## config.mk

```make
export PLATFORM = sky130hd
export DESIGN_NAME = router_reg_param_flat
export DESIGN_NICKNAME = d
export VERILOG_FILES = /design/src/rtl/router_reg_param_if.sv /design/src/rtl/router_reg_param.sv /design/src/flat_wrapper.sv
export SDC_FILE = /design/constraint.sdc
export NUM_CORES = 1
export LEC_CHECK = 0
export BUFFER_PORTS_ARGS = -buffer_cell sky130_fd_sc_hd__buf_4
export CAP_MARGIN = 20
export CELL_PAD_IN_SITES_DETAIL_PLACEMENT = 1
export CELL_PAD_IN_SITES_GLOBAL_PLACEMENT = 1
export CORE_ASPECT_RATIO = 1.75
export CORE_MARGIN = 1.5
export CORE_UTILIZATION = 37
export DETAILED_ROUTE_END_ITERATION = 10
export PLACE_DENSITY_LB_ADDON = 0.05
export SETUP_SLACK_MARGIN = 0.3
export SLEW_MARGIN = 20
export SYNTH_ARGS = -nofsm -noshare
export SYNTH_HDL_FRONTEND = slang
export SYNTH_SLANG_ARGS = --single-unit
export TNS_END_PERCENT = 100
```

## constraint.sdc

```tcl
create_clock -name clk -period 5.1 [get_ports clk]
set_input_delay 0.255 -clock clk [delete_from_list [all_inputs] [get_ports clk]]
set_output_delay 0.255 -clock clk [all_outputs]
set_load 0.05 [all_outputs]
```

## src/rtl/router_reg_param_if.sv

```systemverilog
// Byte bus between the router source, this register stage and the FIFO.
// master: drives pkt_valid/data_in/fifo_full; slave: drives data_out.
interface router_reg_param_if #(
   parameter int DATA_W = 8
) ();
   logic              pkt_valid;
   logic [DATA_W-1:0] data_in;
   logic              fifo_full;
   logic [DATA_W-1:0] data_out;

   modport master (
      output pkt_valid, data_in, fifo_full,
      input  data_out
   );

   modport slave (
      input  pkt_valid, data_in, fifo_full,
      output data_out
   );
endinterface

```

## src/rtl/router_reg_param.sv

```systemverilog
// Router packet register stage: header latch, running check (XOR/sum),
// payload length check and a HOLD_DEPTH-entry hold queue for stalled bytes.
// Ports: clk, rst (sync, active-high); bus (pkt_valid, data_in, fifo_full
// in, data_out out); FSM strobes detect_addr, lfd_state, ld_state,
// laf_state, full_state, rst_int_reg; status parity_done, low_pkt_valid,
// err, len_err, hold_empty, hold_ovf.
module router_reg_param #(
   parameter int DATA_W     = 8,
   parameter int ADDR_W     = 2,
   parameter int NUM_DEST   = 3,
   parameter int CHK_MODE   = 0,
   parameter int HOLD_DEPTH = 4
) (
   input  logic                clk,
   input  logic                rst,
   router_reg_param_if.slave   bus,
   input  logic                detect_addr,
   input  logic                lfd_state,
   input  logic                ld_state,
   input  logic                laf_state,
   input  logic                full_state,
   input  logic                rst_int_reg,
   output logic                parity_done,
   output logic                low_pkt_valid,
   output logic                err,
   output logic                len_err,
   output logic                hold_empty,
   output logic                hold_ovf
);
   localparam int CNT_W = DATA_W - ADDR_W;
   localparam int PW    = (HOLD_DEPTH > 1) ? $clog2(HOLD_DEPTH) : 1;
   localparam int CW    = $clog2(HOLD_DEPTH + 1);
   localparam logic [ADDR_W:0] NDEST = (ADDR_W+1)'(NUM_DEST);

   logic [DATA_W-1:0] header, chk, chk_byte, head, dout_nxt;
   logic [CNT_W-1:0]  pay_cnt, hdr_len;
   logic [DATA_W-1:0] mem [HOLD_DEPTH];
   logic [PW-1:0]     wr_ptr, rd_ptr;
   logic [CW-1:0]     cnt, cnt_nxt;
   logic hdr_ok, ld_byte, q_full;
   logic sel_hdr, sel_laf, sel_ldq, sel_ldp;
   logic pop, push, push_ok, drop, pd_set;

   function automatic logic [DATA_W-1:0] f(
      input logic [DATA_W-1:0] a,
      input logic [DATA_W-1:0] b
   );
      if (CHK_MODE == 1) return a + b;
      else               return a ^ b;
   endfunction

   function automatic logic [PW-1:0] inc(input logic [PW-1:0] p);
      return (p == PW'(HOLD_DEPTH-1)) ? '0 : p + 1'b1;
   endfunction

   assign hdr_len = header[DATA_W-1:ADDR_W];
   assign head    = mem[rd_ptr];

   always_comb begin
      hdr_ok  = detect_addr & bus.pkt_valid &
                ({1'b0, bus.data_in[ADDR_W-1:0]} < NDEST);
      ld_byte = ld_state & bus.pkt_valid & !full_state;
      // Output selects are masked down to one-hot in priority order.
      sel_hdr = !hdr_ok & lfd_state;
      sel_laf = !hdr_ok & !lfd_state & laf_state &
                !bus.fifo_full & !hold_empty;
      sel_ldq = !hdr_ok & !lfd_state & !sel_laf & ld_state &
                !bus.fifo_full & !hold_empty;
      sel_ldp = !hdr_ok & !lfd_state & !sel_laf & ld_state &
                !bus.fifo_full & hold_empty;
      pop     = sel_laf | sel_ldq;
      // While draining, new bytes queue behind the head to keep order.
      push    = ld_state & bus.pkt_valid & (bus.fifo_full | sel_ldq);
      q_full  = (cnt == CW'(HOLD_DEPTH));
      push_ok = push & (!q_full | pop);
      drop    = push & q_full & !pop;
      cnt_nxt = cnt;
      if (push_ok & !pop)      cnt_nxt = cnt + 1'b1;
      else if (pop & !push_ok) cnt_nxt = cnt - 1'b1;
      pd_set  = (ld_state & !bus.fifo_full & !bus.pkt_valid & hold_empty) |
                (laf_state & low_pkt_valid & !parity_done &
                 ((cnt == '0) | ((cnt == CW'(1)) & pop)));
      dout_nxt = bus.data_out;
      unique case (1'b1)
         sel_hdr:          dout_nxt = header;
         sel_laf, sel_ldq: dout_nxt = head;
         sel_ldp:          dout_nxt = bus.data_in;
         default:          dout_nxt = bus.data_out;
      endcase
   end

   always_ff @(posedge clk) begin
      if (push_ok) mem[wr_ptr] <= bus.data_in;
   end

   always_ff @(posedge clk) begin
      if (rst) begin
         header        <= '0;
         chk           <= '0;
         chk_byte      <= '0;
         pay_cnt       <= '0;
         wr_ptr        <= '0;
         rd_ptr        <= '0;
         cnt           <= '0;
         bus.data_out  <= '0;
         parity_done   <= 1'b0;
         low_pkt_valid <= 1'b0;
         err           <= 1'b0;
         len_err       <= 1'b0;
         hold_empty    <= 1'b1;
         hold_ovf      <= 1'b0;
      end else begin
         if (hdr_ok) header <= bus.data_in;
         if (detect_addr) begin
            chk         <= '0;
            chk_byte    <= '0;
            pay_cnt     <= '0;
            parity_done <= 1'b0;
            hold_ovf    <= 1'b0;
         end else begin
            if (lfd_state)    chk <= f(chk, header);
            else if (ld_byte) chk <= f(chk, bus.data_in);
            if (ld_byte && !(&pay_cnt)) pay_cnt <= pay_cnt + 1'b1;
            if (ld_state && !bus.pkt_valid) chk_byte <= bus.data_in;
            if (pd_set) parity_done <= 1'b1;
            if (drop)   hold_ovf    <= 1'b1;
         end
         if (rst_int_reg) low_pkt_valid <= 1'b0;
         else if (ld_state && !bus.pkt_valid) low_pkt_valid <= 1'b1;
         if (rst_int_reg) begin
            err     <= (chk_byte != chk);
            len_err <= (pay_cnt != hdr_len);
         end
         if (push_ok) wr_ptr <= inc(wr_ptr);
         if (pop)     rd_ptr <= inc(rd_ptr);
         cnt          <= cnt_nxt;
         hold_empty   <= (cnt_nxt == '0);
         bus.data_out <= dout_nxt;
      end
   end
endmodule

```

## src/flat_wrapper.sv

```systemverilog
// flat-port wrapper written by rule: the top's interface ports become plain ports
module router_reg_param_flat 
#(
   parameter int DATA_W     = 8,
   parameter int ADDR_W     = 2,
   parameter int NUM_DEST   = 3,
   parameter int CHK_MODE   = 0,
   parameter int HOLD_DEPTH = 4
)
  (clk, rst, detect_addr, lfd_state, ld_state, laf_state, full_state, rst_int_reg, parity_done, low_pkt_valid, err, len_err, hold_empty, hold_ovf, bus_pkt_valid, bus_data_in, bus_fifo_full, bus_data_out);
  router_reg_param_if #(.DATA_W(DATA_W)) bus_i ();
  input  logic clk;
  input  logic rst;
  input  logic detect_addr;
  input  logic lfd_state;
  input  logic ld_state;
  input  logic laf_state;
  input  logic full_state;
  input  logic rst_int_reg;
  output logic parity_done;
  output logic low_pkt_valid;
  output logic err;
  output logic len_err;
  output logic hold_empty;
  output logic hold_ovf;
  input wire logic [$bits(bus_i.pkt_valid)-1:0] bus_pkt_valid;
  input wire logic [$bits(bus_i.data_in)-1:0] bus_data_in;
  input wire logic [$bits(bus_i.fifo_full)-1:0] bus_fifo_full;
  output wire logic [$bits(bus_i.data_out)-1:0] bus_data_out;
  assign bus_i.pkt_valid = bus_pkt_valid;
  assign bus_i.data_in = bus_data_in;
  assign bus_i.fifo_full = bus_fifo_full;
  assign bus_data_out = bus_i.data_out;
  router_reg_param #(.DATA_W(DATA_W), .ADDR_W(ADDR_W), .NUM_DEST(NUM_DEST), .CHK_MODE(CHK_MODE), .HOLD_DEPTH(HOLD_DEPTH)) u_core (.clk(clk), .rst(rst), .bus(bus_i), .detect_addr(detect_addr), .lfd_state(lfd_state), .ld_state(ld_state), .laf_state(laf_state), .full_state(full_state), .rst_int_reg(rst_int_reg), .parity_done(parity_done), .low_pkt_valid(low_pkt_valid), .err(err), .len_err(len_err), .hold_empty(hold_empty), .hold_ovf(hold_ovf));
endmodule
```

Word level (Yosys, flattened, before mapping)
Memory sizes are Yosys's and may differ from the RTL's. A register that Yosys moved wholly into a read port is not among the register bits.
Cells that the tools add are included.
- flip-flop bits (word level): 51
- input port bits: 18
- output and inout bits: 14
- logic and storage cells: 94
- bits in writable memories: 32
- memories kept: 1
- reductions and logical operators: 22
- $lt $le $gt $ge: 1
- muxes and demuxes: 11
- bitwise gates (word level): 34
- $add $sub $neg: 5
- equality and inequality tests: 6
- memories (memory ; words ; bits a word ; rd ports ; clocked after memory_dff ; wr ports ; line ; RTL):
    u_core.mem ; 4 ; 8 ; 1 ; 1 ; 1 ; router_reg_param.sv:37 ; logic [DATA_W-1:0] mem [HOLD_DEPTH];
- operators with widths (kind ; count):
    AND 1 bit ; 27
    case mux 8 bit (3 select lines) ; 1
    2-to-1 mux 8 bit ; 2
    bitwise XOR 8 bit ; 2
    logical NOT 1 bit ; 12
    2-to-1 mux 2 bit ; 4
    != test 8 bit ; 1
    adder 6 x 1 -> 6 bit, second input constant ; 1
    logical NOT 3 bit ; 2
    2-to-1 mux 3 bit ; 2
    != test 6 bit ; 1
    AND reduction 6 bit ; 1
    OR reduction 2 bit ; 3
    bitwise OR 1 bit ; 5
    adder 2 x 1 -> 2 bit, second input constant ; 2
    equality test 2 bit, second input constant ; 2
    adder 3 x 1 -> 3 bit, second input constant ; 1
    equality test 3 x 1 -> 1 bit, second input constant ; 1
    equality test 3 bit, second input constant ; 1
    nonzero test 3 bit ; 1
    subtractor 3 x 1 -> 3 bit, second input constant ; 1
    logical AND 1 bit ; 2
    < comparator 2 bit, second input constant ; 1
    2-to-1 mux 1 bit ; 2
    nonzero test 2 bit ; 1

Longest topological paths before layout
- word-level depth: 20
- depth in mapped cells: 7
- depth with buffers taken out: 7

Worst setup path before layout
OpenSTA, ideal clock, no wires.
- path type: reg-to-reg
- start point: reg u_core.hold_empty
- end point: mem u_core.mem[3][0], enable pin
- setup time: 332 ps
- buffers on the path: 0
- data required time: 4768 ps
- data arrival time: 1723 ps
- path slack: 3045 ps
- clock period less this slack: 2055 ps
- cell stages (with the launch flop): 5
- path through: dfxtp_1 > or2_1 > a2111o_1 > a21oi_2 > and2_1
- cells in the longest elaborated chain, start to end: 12
- elaborated cells on any way between the ends: 14
- classes of those cells: mux: 2; bitwise: 10; reduce/logical: 2
- RTL lines (item ; line ; RTL):
    from (decl) ; router_reg_param.sv:27 ; output logic hold_empty,
    from (signal assigned) ; router_reg_param.sv:137 ; hold_empty <= (cnt_nxt == '0);
    logical NOT 1 bit * ; router_reg_param.sv:66, router_reg_param.sv:68 ;
    AND 1 bit ; router_reg_param.sv:66 ; !bus.fifo_full & !hold_empty;
    logical NOT 1 bit ; router_reg_param.sv:67 ; sel_ldq = !hdr_ok & !lfd_state & !sel_laf & ld_state &
    AND 1 bit (3 in series) ; router_reg_param.sv:67 ;
    AND 1 bit ; router_reg_param.sv:68 ; !bus.fifo_full & !hold_empty;
    bitwise OR 1 bit, on equally long branches ; router_reg_param.sv:73, router_reg_param.sv:71 ;
    AND 1 bit or bitwise OR 1 bit (tied branches) ; router_reg_param.sv:73, router_reg_param.sv:75 ;
    AND 1 bit * ; router_reg_param.sv:75 ; push_ok = push & (!q_full | pop);
    2-to-1 mux 1 bit * ; router_reg_param.sv:93 ; if (push_ok) mem[wr_ptr] <= bus.data_in;
    2-to-1 mux 1 bit (not written as such) * ; router_reg_param.sv:93 ;
    to (decl) ; router_reg_param.sv:37 ;
Every way passes the cells marked *; elsewhere a longest branch is shown, timed or not.

Worst setup path after layout
- start point: reg u_core.hold_empty
- end point: mem u_core.mem[2][5], enable pin
The elaborated chain is that of the path after synthesis.

==> metrics.md <==
| Metric | Value |
|---|---|
| I/O pins | 32 |
| Setup crit start | u_core.hold_empty |
| Critical path fanouts, max | 8 |
| Clk_lat worst skew | 0.34 ns |
| Gpl congestion | 0.763 |
| Max Buffers Root-to-Sink | 2 |
| Placeable Area | 0.00985 mm² |
| Critical path class | reg2reg |
| FP Rows | 48 |
| CTS tree | built |
| Fraction of layout cells with a size suffix above 1 | 0.161 |
| Cts hold-fix bufs | 0 |
| Worst Setup Start Kind | register |
| Avg Inst Size Synth | 10.8 µm² |
| Synth async-reset ratio | 0 |
| N_diodes | 0 |
| Fin crit period | roughly 2.2 ns |
| Yosys warns | 0 |
| Synthesized Nets | 375 |
| Residual DRC count | 0 |
| Synth area leader | dfxtp_1 |
| Worst reg2reg endpoint | u_core.mem[2][5] |
| Setup slack after layout | a little under 3 ns |
| Commonest non-fill, non-tap cell in the layout | dfxtp_1 |
| Pre-antenna DRT Iters | 4 |
| Largest stage delay on the critical path | 0.49 ns |
| Multi-input gate area | around 0.0016 mm² |
| Die area | 0.0107 mm² |
| DR iter-0 viols | 123 |
| # port buffers | 31 |
| GRT Residual Overflow | 0 |
| Seq/Total Area, Yosys | 0.541 |
| Vias in the first global route | ~2800 |
| Slowest cell on the critical path | and2_1 |
| CTS Sinks | 85 |
| Hold Worst Slack | 0.121 ns |
| Max Cap Viol | 0 |
| Post-synthesis cell count | approximately 350 |
| Setup crit end kind | register |
| Final ANT Viol Nets | 0 |
| Tightest Hold Check Type | in2reg |
| Post-CTS Resized | 0 |
| Yosys top cell area share | 0.284 |
| Crit path cell chain | or2_1, a2111o_1, a21oi_2, and2_1 |
| Die Wd | 79.0 µm |
| Final-report hold violation count | 0 |
| Worst Tran Pin Value | 0.899 ns |
| Worst reg2reg path startpoint | u_core.hold_empty |
| Largest net degree at the start of global routing | 25 |
| Fmax achieved | 461 MHz |
| First-pass GRT wire length | 15200 µm |
| Mapped cell area | 0.00374 mm² |
| Critical path depth in cells | 4 |
| Register area | 0.00202 mm² |
| Starting Density | 0.379 |
| Placed cell areas | 0.00408 mm² |
| Total global-route track usage | 0.195 |
| Synth Flop Type | dfxtp_1 |
| PD cells | 369 mW/mm² |
| Vias | 2664 |
| Yosys cell types | 48 |
| Detailed Route WL | between 9000 and 10000 µm |
| Num CTS Buffers | 9 |
| Max-slew headroom | 0.401 |
| Outcome | finished clean |
| Most frequent cells in the layout | 53 x dfxtp_1, 45 x nand2_1, 33 x a21oi_1 |
| RSZ-0062 raised after global routing | false |
| Post-layout nets | 402 |
| Post-Layout Cell Count | 504 |
| Placed insts | 488 |
| CP endpoint | u_core.mem[2][5] |
| Layout Area Growth over Synthesis | 17.6% |
| EDFF count, synth | 32 |
| Setup_tns | 0 ns |
| Initial antenna violation count | 0 |
| Peak supply drop | slightly below 0.2 mV |
| Worst EP arrival | 2.15 ns |
| Family with the most delay on the worst path | simple AND/OR/NAND/NOR gates |
| CP Buf/Inv Count | 0 |
| Final Max Tran Viols | 0 |
| Lkg Pwr | between 1.5 and 2 nW |
| H-tree lvl count | 3 |
| Worst path required time | just over 5 ns |
| Register-to-Register Path Depth | 4 |
| Fillers | 1118 |
| Final period util | 0.425 |
| Register-to-register setup slack | roughly 3 ns |
| Finished Cell Area | 0.00440 mm² |
| Die Ht | around 140 µm |
| Hpwl dp | 7120 µm |
| Setup Buffers After CTS | 0 |
| Pre-CTS WS | 2.74 ns |
| Via/cell ratio | ~5.3 |
| Setup-failing EPs final | 0 |
| Synthesized flop and latch total | 85 |
| Clock transition at the registers of the reported paths | 0.06 ns |
| Fin Clk Skew | 0.00645 ns |
| Synth area leaders | dfxtp_1 28%, edfxtp_1 26%, mux4_2 4.8% |
| WL per Instance | around 19 µm |
| Clock root buffer master | clkbuf_16 |
## synth_stat cells, drive strengths merged (3+ instances only)
library cell	number
edfxtp	32
mux2i	5
inv	9
nor3	6
ha	10
nand2	45
a21oi	34
a22oi	9
mux4	8
and3	3
o211a	7
nand3	3
o2111ai	5
nor2	32
buf	6
dfxtp	53
clkbuf	10
nand4	4
xor2	20
o21ai	5
and2	6
xnor2	7
## kinds of logic after synthesis
logic type                 after synthesis  share of synthesized area
AOI/OAI and AO/OA                       76                      0.139
muxes                                   14                     0.0646
and+or+nand+nor                        109                      0.132
buffers and inverters                   26                     0.0268
adders and majority gates               10                     0.0335
DFF                                     85                      0.541
xor gates and xnor gates                27                     0.0633
## stage by stage
| step | total power [mW] | util |
|---|---|---|
| floorplan | 0.869 | - |
| global placement | 0.934 | 0.414 |
| detailed placement | 0.938 | 0.414 |
| CTS | 1.64 | 0.446 |
| global route | 1.69 | 0.446 |
| finish | 1.62 | 0.446 |
## where the power goes
| part | leakage, nW | internal, mW | switching (mW) |
|---|---|---|---|
| sequential | 0.720 | 0.725 | 0.0179 |
| clock | 0.157 | 0.443 | 0.258 |
| combinational | 0.803 | 0.0625 | 0.114 |
| total | 1.68 | 1.23 | 0.390 |
## flip-flops by register name, indices dropped and copies added (netlist names), 3 cells and up, named ones only
signal               count
u_core.bus.data_out      8
u_core.chk               8
u_core.chk_byte          8
u_core.cnt               3
u_core.header            8
u_core.mem              32
u_core.pay_cnt           6
## how the worst min path moves through the flow
stage / from / to / depth (start not counted)
CTS: rst_int_reg / u_core.low_pkt_valid / 2
detailed placement: u_core.chk_byte[7] / u_core.chk_byte[7] / 2
finish: rst_int_reg / u_core.low_pkt_valid / 2
global placement: u_core.chk_byte[5] / u_core.chk_byte[5] / 2
floorplan: rst_int_reg / u_core.low_pkt_valid / 1
global route: rst_int_reg / u_core.low_pkt_valid / 2
## layer usage
metal	wire, µm	share of wire	up-vias	track usage
li1	-	-	1296	-
met1	3900	0.41	1321	0.215
met2	5300	0.55	35	0.362
met3	235	0.024	12	0.0329
met4	187	0.019	0	0.0809
met5	0	0	-	0
## area by class of cell
class / count / share of cell area
clock buffers: 12 / 0.0561
clock inverters: 4 / 0.0168
inverters: 10 / 0.00854
multi-input cells: 236 / 0.369
flip-flops and latches: 85 / 0.460
well taps: 125 / 0.0356
repair buffers: 32 / 0.0546
No activity file was read; power rests on OpenSTA's default activity.
